==> src/rtl/cache_fill_ctrl_if.sv <==
// Cache fill controller bus interface.
//
// Bundles every cache-side and memory-side signal of cache_fill_ctrl so the
// controller and its environment connect through one port.
//   slave  : the controller's view (cache requests and memory responses in;
//            fill results and memory strobes out)
//   master : the environment's view (cache and main memory), directions mirrored
//
// Cache side : miss_req, miss_addr, wb_req, wb_addr, wb_line  -> controller
//              busy, fill_valid, fill_line, fill_addr, err     <- controller
// Memory side: mem_addr, mem_wdata, mem_we, mem_re             <- controller
//              mem_rdata, mem_ready                            -> controller
interface cache_fill_ctrl_if;
   logic         miss_req;
   logic [31:0]  miss_addr;
   logic         wb_req;
   logic [31:0]  wb_addr;
   logic [255:0] wb_line;
   logic         busy;
   logic         fill_valid;
   logic [255:0] fill_line;
   logic [31:0]  fill_addr;
   logic         err;
   logic [31:0]  mem_addr;
   logic [31:0]  mem_wdata;
   logic         mem_we;
   logic         mem_re;
   logic [31:0]  mem_rdata;
   logic         mem_ready;

   modport slave (
      input  miss_req, miss_addr, wb_req, wb_addr, wb_line,
      input  mem_rdata, mem_ready,
      output busy, fill_valid, fill_line, fill_addr, err,
      output mem_addr, mem_wdata, mem_we, mem_re
   );

   modport master (
      output miss_req, miss_addr, wb_req, wb_addr, wb_line,
      output mem_rdata, mem_ready,
      input  busy, fill_valid, fill_line, fill_addr, err,
      input  mem_addr, mem_wdata, mem_we, mem_re
   );
endinterface

==> src/rtl/cache_fill_ctrl.sv <==
// Cache line fill controller.
//
// On a cache miss, optionally writes the dirty victim line back to main memory
// (8 word beats), then reads the missing line (8 word beats), assembles it and
// presents it with a one-cycle fill_valid pulse. A beat that waits
// TIMEOUT_CYCLES cycles for mem_ready aborts the request with an err pulse.
//
// Ports:
//   clk    : sole clock, all state changes on its rising edge
//   reset  : synchronous, active-high
//   bus    : cache_fill_ctrl_if.slave -- cache request/fill signals and the
//            word-wide main memory port (see the interface file)
// Parameter:
//   TIMEOUT_CYCLES : wait cycles tolerated on one beat before aborting (2..255)
module cache_fill_ctrl #(
   parameter int TIMEOUT_CYCLES = 64
) (
   input  logic             clk,
   input  logic             reset,
   cache_fill_ctrl_if.slave bus
);

   typedef enum logic [1:0] {
      IDLE = 2'd0,
      WB   = 2'd1,
      RD   = 2'd2,
      FILL = 2'd3
   } state_t;

   localparam logic [7:0] TIMEOUT_LIMIT = 8'(TIMEOUT_CYCLES);

   state_t        state_reg, state_next;
   logic [2:0]    beat_reg;
   logic [7:0]    wait_reg;
   logic [26:0]   line_addr_reg;
   logic [26:0]   wb_addr_reg;
   logic [255:0]  wb_line_reg;
   logic [255:0]  rd_line_reg;
   logic [255:0]  rd_line_next;
   logic [255:0]  fill_line_reg;
   logic [31:0]   fill_addr_reg;

   logic [31:0]   wb_word [8];
   logic [31:0]   wb_word_sel;
   logic          active;
   logic          timeout;
   logic          we_int;
   logic          re_int;
   logic          beat_done;
   logic          last_beat;
   logic          accept;

   // Line-offset bits of the cache addresses carry no information here.
   logic          unused_addr_bits;
   assign unused_addr_bits = ^{bus.miss_addr[4:0], bus.wb_addr[4:0]};

   // Word views of the captured victim line, and the read line with the
   // current beat's word replaced by the incoming memory data.
   genvar gi;
   generate
      for (gi = 0; gi < 8; gi++) begin : g_word
         assign wb_word[gi] = wb_line_reg[32*gi +: 32];
         assign rd_line_next[32*gi +: 32] = (beat_reg == 3'(gi)) ? bus.mem_rdata
                                                                  : rd_line_reg[32*gi +: 32];
      end
   endgenerate

   assign wb_word_sel = wb_word[beat_reg];

   // Next-state and strobe logic. The timeout cycle is a one-cycle abort
   // inside WB/RD: strobes are already dropped and err is raised, so any
   // mem_ready in that cycle cannot complete a beat.
   always_comb begin
      state_next = state_reg;
      active     = (state_reg == WB) || (state_reg == RD);
      timeout    = active && (wait_reg == TIMEOUT_LIMIT);
      we_int     = (state_reg == WB) && !timeout;
      re_int     = (state_reg == RD) && !timeout;
      beat_done  = (we_int || re_int) && bus.mem_ready;
      last_beat  = beat_done && (beat_reg == 3'd7);
      accept     = (state_reg == IDLE) && bus.miss_req;

      case (state_reg)
         IDLE: begin
            if (bus.miss_req) begin
               state_next = bus.wb_req ? WB : RD;
            end
         end
         WB: begin
            if (timeout) begin
               state_next = IDLE;
            end else if (last_beat) begin
               state_next = RD;
            end
         end
         RD: begin
            if (timeout) begin
               state_next = IDLE;
            end else if (last_beat) begin
               state_next = FILL;
            end
         end
         FILL: begin
            state_next = IDLE;
         end
         default: begin
            state_next = IDLE;
         end
      endcase
   end

   always_ff @(posedge clk) begin
      if (reset) begin
         state_reg     <= IDLE;
         beat_reg      <= 3'd0;
         wait_reg      <= 8'd0;
         line_addr_reg <= 27'd0;
         wb_addr_reg   <= 27'd0;
         wb_line_reg   <= 256'd0;
         rd_line_reg   <= 256'd0;
         fill_line_reg <= 256'd0;
         fill_addr_reg <= 32'd0;
      end else begin
         state_reg <= state_next;

         if (accept) begin
            line_addr_reg <= bus.miss_addr[31:5];
            wb_addr_reg   <= bus.wb_addr[31:5];
            wb_line_reg   <= bus.wb_line;
         end

         // Wait counter measures consecutive unanswered cycles of one beat.
         if (!active || timeout || beat_done) begin
            wait_reg <= 8'd0;
         end else begin
            wait_reg <= wait_reg + 8'd1;
         end

         // Beat counter wraps 7 -> 0 naturally on the WB-to-RD transition.
         if (!active || timeout) begin
            beat_reg <= 3'd0;
         end else if (beat_done) begin
            beat_reg <= beat_reg + 3'd1;
         end

         // The line is assembled privately and published only on the last
         // read beat, so fill_line/fill_addr keep the previous fill until then.
         if (re_int && bus.mem_ready) begin
            rd_line_reg <= rd_line_next;
            if (beat_reg == 3'd7) begin
               fill_line_reg <= rd_line_next;
               fill_addr_reg <= {line_addr_reg, 5'b00000};
            end
         end
      end
   end

   assign bus.busy       = (state_reg != IDLE);
   assign bus.fill_valid = (state_reg == FILL);
   assign bus.err        = timeout;
   assign bus.fill_line  = fill_line_reg;
   assign bus.fill_addr  = fill_addr_reg;
   assign bus.mem_we     = we_int;
   assign bus.mem_re     = re_int;
   assign bus.mem_addr   = we_int ? {wb_addr_reg, beat_reg, 2'b00} :
                           re_int ? {line_addr_reg, beat_reg, 2'b00} : 32'd0;
   assign bus.mem_wdata  = we_int ? wb_word_sel : 32'd0;

endmodule

==> src/flat_wrapper.sv <==
// flat-port wrapper written by rule: the top's interface ports become plain ports
module cache_fill_ctrl_flat 
#(
   parameter int TIMEOUT_CYCLES = 64
)
  (clk, reset, bus_miss_req, bus_miss_addr, bus_wb_req, bus_wb_addr, bus_wb_line, bus_mem_rdata, bus_mem_ready, bus_busy, bus_fill_valid, bus_fill_line, bus_fill_addr, bus_err, bus_mem_addr, bus_mem_wdata, bus_mem_we, bus_mem_re);
  cache_fill_ctrl_if bus_i ();
  input  logic clk;
  input  logic reset;
  input wire logic [$bits(bus_i.miss_req)-1:0] bus_miss_req;
  input wire logic [$bits(bus_i.miss_addr)-1:0] bus_miss_addr;
  input wire logic [$bits(bus_i.wb_req)-1:0] bus_wb_req;
  input wire logic [$bits(bus_i.wb_addr)-1:0] bus_wb_addr;
  input wire logic [$bits(bus_i.wb_line)-1:0] bus_wb_line;
  input wire logic [$bits(bus_i.mem_rdata)-1:0] bus_mem_rdata;
  input wire logic [$bits(bus_i.mem_ready)-1:0] bus_mem_ready;
  output wire logic [$bits(bus_i.busy)-1:0] bus_busy;
  output wire logic [$bits(bus_i.fill_valid)-1:0] bus_fill_valid;
  output wire logic [$bits(bus_i.fill_line)-1:0] bus_fill_line;
  output wire logic [$bits(bus_i.fill_addr)-1:0] bus_fill_addr;
  output wire logic [$bits(bus_i.err)-1:0] bus_err;
  output wire logic [$bits(bus_i.mem_addr)-1:0] bus_mem_addr;
  output wire logic [$bits(bus_i.mem_wdata)-1:0] bus_mem_wdata;
  output wire logic [$bits(bus_i.mem_we)-1:0] bus_mem_we;
  output wire logic [$bits(bus_i.mem_re)-1:0] bus_mem_re;
  assign bus_i.miss_req = bus_miss_req;
  assign bus_i.miss_addr = bus_miss_addr;
  assign bus_i.wb_req = bus_wb_req;
  assign bus_i.wb_addr = bus_wb_addr;
  assign bus_i.wb_line = bus_wb_line;
  assign bus_i.mem_rdata = bus_mem_rdata;
  assign bus_i.mem_ready = bus_mem_ready;
  assign bus_busy = bus_i.busy;
  assign bus_fill_valid = bus_i.fill_valid;
  assign bus_fill_line = bus_i.fill_line;
  assign bus_fill_addr = bus_i.fill_addr;
  assign bus_err = bus_i.err;
  assign bus_mem_addr = bus_i.mem_addr;
  assign bus_mem_wdata = bus_i.mem_wdata;
  assign bus_mem_we = bus_i.mem_we;
  assign bus_mem_re = bus_i.mem_re;
  cache_fill_ctrl #(.TIMEOUT_CYCLES(TIMEOUT_CYCLES)) u_core (.clk(clk), .reset(reset), .bus(bus_i));
endmodule
==> config.mk <==
export PLATFORM = sky130hd
export DESIGN_NAME = cache_fill_ctrl_flat
export DESIGN_NICKNAME = d
export VERILOG_FILES = /design/src/rtl/cache_fill_ctrl_if.sv /design/src/rtl/cache_fill_ctrl.sv /design/src/flat_wrapper.sv
export SDC_FILE = /design/constraint.sdc
export NUM_CORES = 2
export LEC_CHECK = 0
export CAP_MARGIN = 20
export CORE_MARGIN = 4
export CORE_UTILIZATION = 39
export CTS_CLUSTER_SIZE = 8
export DETAILED_ROUTE_END_ITERATION = 8
export PLACE_DENSITY_LB_ADDON = 0.12
export SKIP_CTS_REPAIR_TIMING = 1
export SLEW_MARGIN = 20
export SYNTH_ARGS = -nofsm -noshare
export SYNTH_HDL_FRONTEND = slang
export SYNTH_SLANG_ARGS = --single-unit
==> constraint.sdc <==
create_clock -name clk -period 4 [get_ports clk]
set_clock_uncertainty 0.2 [all_clocks]
set_input_delay 0.8 -clock clk [delete_from_list [all_inputs] [get_ports clk]]
set_output_delay 0.8 -clock clk [all_outputs]
set_load 0.005 [all_outputs]
# Word level (Yosys, flattened, before mapping)
# Cells that the tools add are included.
# Widths: inputs -> output; s select.
# word_totals
reg_bits	862
inputBits	357
output_inout_bits	357
wordCells	68
# classes
addsub	2
order_cmp	1
n_eq_ne	14
mux	21
bitwise	1
reduce_logical	20
# op_table
op	n
$mux 32	13
$bmux 32 s3	1
$eq 3x3->1 const B	4
$mux 2	6
$add 8x1->8 const B	1
$eq 8x7->1 const B	1
$pmux 2 s4	1
$logic_and 1x1->1	7
$eq 3x2->1 const B	2
$ne 3x1->1 const B	2
$eq 2x2->1 const B	2
$ge 4x4->1 const B	1
$logic_or 1x1->1	4
$not 3->4	1
$reduce_or 2->1	2
$add 3x1->3 const B	1
$eq 3x1->1 const B	1
$logic_not 3->1	1
$reduce_and 3->1	1
$eq 2x1->1 const B	1
$logic_not 1->1	2
$logic_not 2->1	1
$ne 2x2->1 const B	1
$reduce_and 2->1	1
$reduce_bool 2->1	1

# Logic depth before layout (Yosys ltp)
# depth
word_depth	11
ltp_mapped	12
depth_no_buf	7

# Least setup slack after synthesis
# OpenSTA, ideal clock, no wires.
# synth_timing
path_kind	register -> output
start	register u_core.state_reg[0]
end	output port bus_mem_addr[22]
arrival_ns	2.120
t_required_ns	3.000
setup_slack_ns	0.880
stages_incl_launch_ff	9
cell_sequence	dfxtp_1 inv_1 ha_1 nor4b_2 nand2_1 nand2_1 inv_2 buf_2 a22o_1
# synth_via
word_cells_on_any_way	9
# synth_rtl
item	line_no	source
from (decl)	cache_fill_ctrl.sv:32	state_t state_reg, state_next;
from (signal assigned)	cache_fill_ctrl.sv:124	state_reg <= state_next;
$eq 2x1->1 / $eq 2x2->1 (equally long branches)	cache_fill_ctrl.sv:75, cache_fill_ctrl.sv:77	
$logic_or 1x1->1	cache_fill_ctrl.sv:75	active = (state_reg == WB) || (state_reg == RD);
$logic_and 1x1->1	cache_fill_ctrl.sv:76	timeout = active && (wait_reg == TIMEOUT_LIMIT);
$logic_not 1->1	cache_fill_ctrl.sv:77	we_int = (state_reg == WB) && !timeout;
$logic_and 1x1->1 (*)	cache_fill_ctrl.sv:77	
net bus_mem_we	flat_wrapper.sv:24	output wire logic [$bits(bus_i.mem_we)-1:0] bus_mem_we;
$mux 32 (*)	cache_fill_ctrl.sv:165	assign bus.mem_addr = we_int ? {wb_addr_reg, beat_reg, 2'b00} :
to (decl)	flat_wrapper.sv:22	output wire logic [$bits(bus_i.mem_addr)-1:0] bus_mem_addr;
# Mark *: on every way through the listed nets, which the timed path passes. The rest lies on a longest branch.

# Worst setup path in the final report
# layout_timing
start	register u_core.state_reg[1]
end	output port bus_mem_addr[14]
# layout_via
elab_chain_len	7
word_cells_on_any_way	9
# layout_rtl
item	line_no	source
$eq 2x1->1 / $eq 2x2->1 (equally long branches)	cache_fill_ctrl.sv:75, cache_fill_ctrl.sv:77, cache_fill_ctrl.sv:78	
$logic_or 1x1->1	cache_fill_ctrl.sv:75	
$logic_and 1x1->1	cache_fill_ctrl.sv:76	
$logic_not 1->1	cache_fill_ctrl.sv:77, cache_fill_ctrl.sv:78	
$logic_and 1x1->1	cache_fill_ctrl.sv:78	re_int = (state_reg == RD) && !timeout;
$mux 32	cache_fill_ctrl.sv:166	re_int ? {line_addr_reg, beat_reg, 2'b00} : 32'd0;
$mux 32 (*)	cache_fill_ctrl.sv:165	
# Every way passes the cells marked *; elsewhere a longest branch is shown, timed or not.

==> results_dict.tcl <==
set metrics [dict create \
    start_util_pct 39.6 \
    m1WireLength_mm 50.2 \
    cp_data_required_time_ns 3.00 \
    area_growth_pct 32.1 \
    pin_count 714 \
    synth.most_common_cell "nand2_1" \
    drive_above_1_share_pct 11.5 \
    fill_cells 8344 \
    ys_warn_count 0 \
    dieArea_um2 93400 \
    syn_area_per_cell_um2 8.73 \
    max_slew.worst_pin.slew_ns 1.03 \
    outcome "finished, final reports clean" \
    synth_edf_count 0 \
    drv_slew 0 \
    netlist_instances 3954 \
    clock_sinks 830 \
    grt_pass1_wl_mm 180 \
    die_height_um 306 \
    setup_viol 0 \
    cts_root_buffer "clkbuf_16" \
    r2r-end "u_core.rd_line_reg[86]" \
    ys_types 43 \
    grt_pass1_vias 28400 \
    dr_wl_met2_mm 60.4 \
    rsz0062_at_grt "false" \
    drtIter0Drc 1998 \
    period_minus_slack_ns 3.91 \
    finalHoldViolations 0 \
    period_share_pct 97.7 \
    wl_met3_mm 8.22 \
    clk_pin_slew_ns 0.05 \
    cts.path.max_buffers 3 \
    clk_latency_ns 0.66 \
    yosys.area.top_type "dfxtp_1" \
    place.gp.congestion 0.855 \
    pre_cts_slack_ns 0.241 \
    ir_drop_uv 342 \
    slew-limit-headroom_pct 30.9 \
    grt_usage_pct 24.8 \
    firstDrtPassIters 5 \
    max-cap-violations 0 \
    cts_tree "done" \
    synth_area_leaders "dfxtp_1 48%, nand2_1 13%, a21oi_1 7.7%" \
    design.core.area_um2 87300 \
    drc 0 \
    worstSetupPathType "register to output port" \
    cp-end-kind "output port" \
    min_from "u_core.wb_line_reg[106]" \
    numCtsBuffers 114 \
    wl_per_cell_um 21.5 \
    synth_ff_type "dfxtp_1" \
    hold_end "u_core.wb_line_reg[106]" \
    critical_path_peak_fanout 14 \
    p_leak_nw 15.2 \
    hp-class "register to register" \
    power_density_nw_per_um2 475 \
    h-tree-depth 3 \
    antenna_found_initial 18 \
    cp.arrival_ns 2.91 \
    nNetsFinal 4854 \
    dp_hpwl_mm 83.2 \
    synth-seq-cells 830 \
    rr_startpoint "u_core.beat_reg[2]" \
    die_w_um 306 \
    power_w 0.0216 \
    via_per_inst 5.20 \
    ant_nets 0 \
    rrSetupSlack_ns 0.87 \
    critPathLaunchType "register" \
    fmaxAchievable_ghz 0.256 \
    rows 108 \
    syn_area_um2 34500 \
    synth_top_area_share_pct 48.1 \
    reg2regPathDepth 7 \
    via_count 29400 \
    top_layer_used "met5" \
    grt-ovfl-total 0 \
    hold_depth 2 \
    grt_max_degree 131 \
    async_flop_share_pct 0 \
    portBuffers 696 \
    synth_common_cells "1162 x nand2_1, 830 x dfxtp_1, 532 x a21oi_1" \
    finalWorstSetupSlack_ns 0.0914 \
    routed_wl_mm 122 \
    seq_area_frac_synth_pct 48.1 \
]
area by class of cell:
| cell class | instances | area, um^2 | share of cell area (%) |
|---|---|---|---|
| multi-input cells | 2736 | 16300 | 35.8 |
| clock buffers | 119 | 2870 | 6.30 |
| clock inverters | 7 | 119 | 0.261 |
| inverters | 14 | 52.6 | 0.115 |
| well taps | 1155 | 1450 | 3.17 |
| flip-flops and latches | 830 | 16600 | 36.5 |
| repair buffers | 788 | 8130 | 17.8 |
| diodes | 11 | 27.5 | 0.0603 |
report_power, final:
part / total [W] / switching [W] / internal, W
Combinational: 0.00388 / 0.00231 / 0.00158
Sequential: 0.00926 / 0.000357 / 0.00890
Clock: 0.00851 / 0.00351 / 0.00500
per-stage QoR:
stage          utilization, %  instances  setup TNS, ns  instance area, um^2  hold WS (ns)
4_1_cts                  52.0       5645         -15.35                45400         0.251
6_report                 52.3       5660              0                45600         0.250
3_5_place_dp             48.6       5519              0                42400         0.244
5_1_grt                  52.2       5656              0                45600         0.269
2_1_floorplan               -       3960              0                34500         0.233
3_3_place_gp             48.6       5518              0                42400         0.239
cell usage in the layout (no fill, tap or decap), drive strengths merged, types with 22 or more instances in the layout:
cell type,n
dlymetal6s2s,22
nand3,101
a21oi,532
nor2,333
mux4,64
nand2,1162
a22o,27
clkdlybuf4s50,673
clkbuf,120
a311oi,96
a211oi,133
buf,92
mux2i,225
dfxtp,830
per-layer routing:
layer / up-vias / global-route usage (%)
met2: 827 / 43.1
met5: - / 0
met4: 16 / 6.96
met1: 14000 / 30.7
li1: 14400 / -
met3: 165 / 6.02
logic make-up after synthesis:
family,after synthesis,synth area share [%]
xor gates and xnor gates,7,0.178
buffers and inverters,394,5.03
other,1,0.0109
AOI/OAI and AO/OA,806,17.4
and+or+nand+nor,1614,18.1
muxes,289,10.7
DFF,830,48.1
adders and majority gates,13,0.471
how the worst max path moves through the flow:
stage                            end  slack [ns]  depth (start not counted)           startpoint
global placement    bus_mem_addr[24]        0.27                          9  u_core.state_reg[0]
finish              bus_mem_addr[14]        0.09                          8  u_core.state_reg[1]
floorplan           bus_mem_addr[22]        0.88                          8  u_core.state_reg[0]
CTS                 bus_mem_addr[24]       -0.50                          9  u_core.state_reg[1]
detailed placement  bus_mem_addr[24]        0.24                          9  u_core.state_reg[1]
global route        bus_mem_addr[14]       0.008                          8  u_core.state_reg[1]
worst max-delay path, stage by stage, from the launching register on:
cell and delay [ns]:
dfxtp_2 0.34, inv_2 0.07, ha_4 0.27, or4b_4 0.48, o21ai_4 0.21, nor2_4 0.08
buf_12 0.16, a22o_1 0.19, clkdlybuf4s50_1 0.44
No activity file was read; power rests on OpenSTA's default activity.
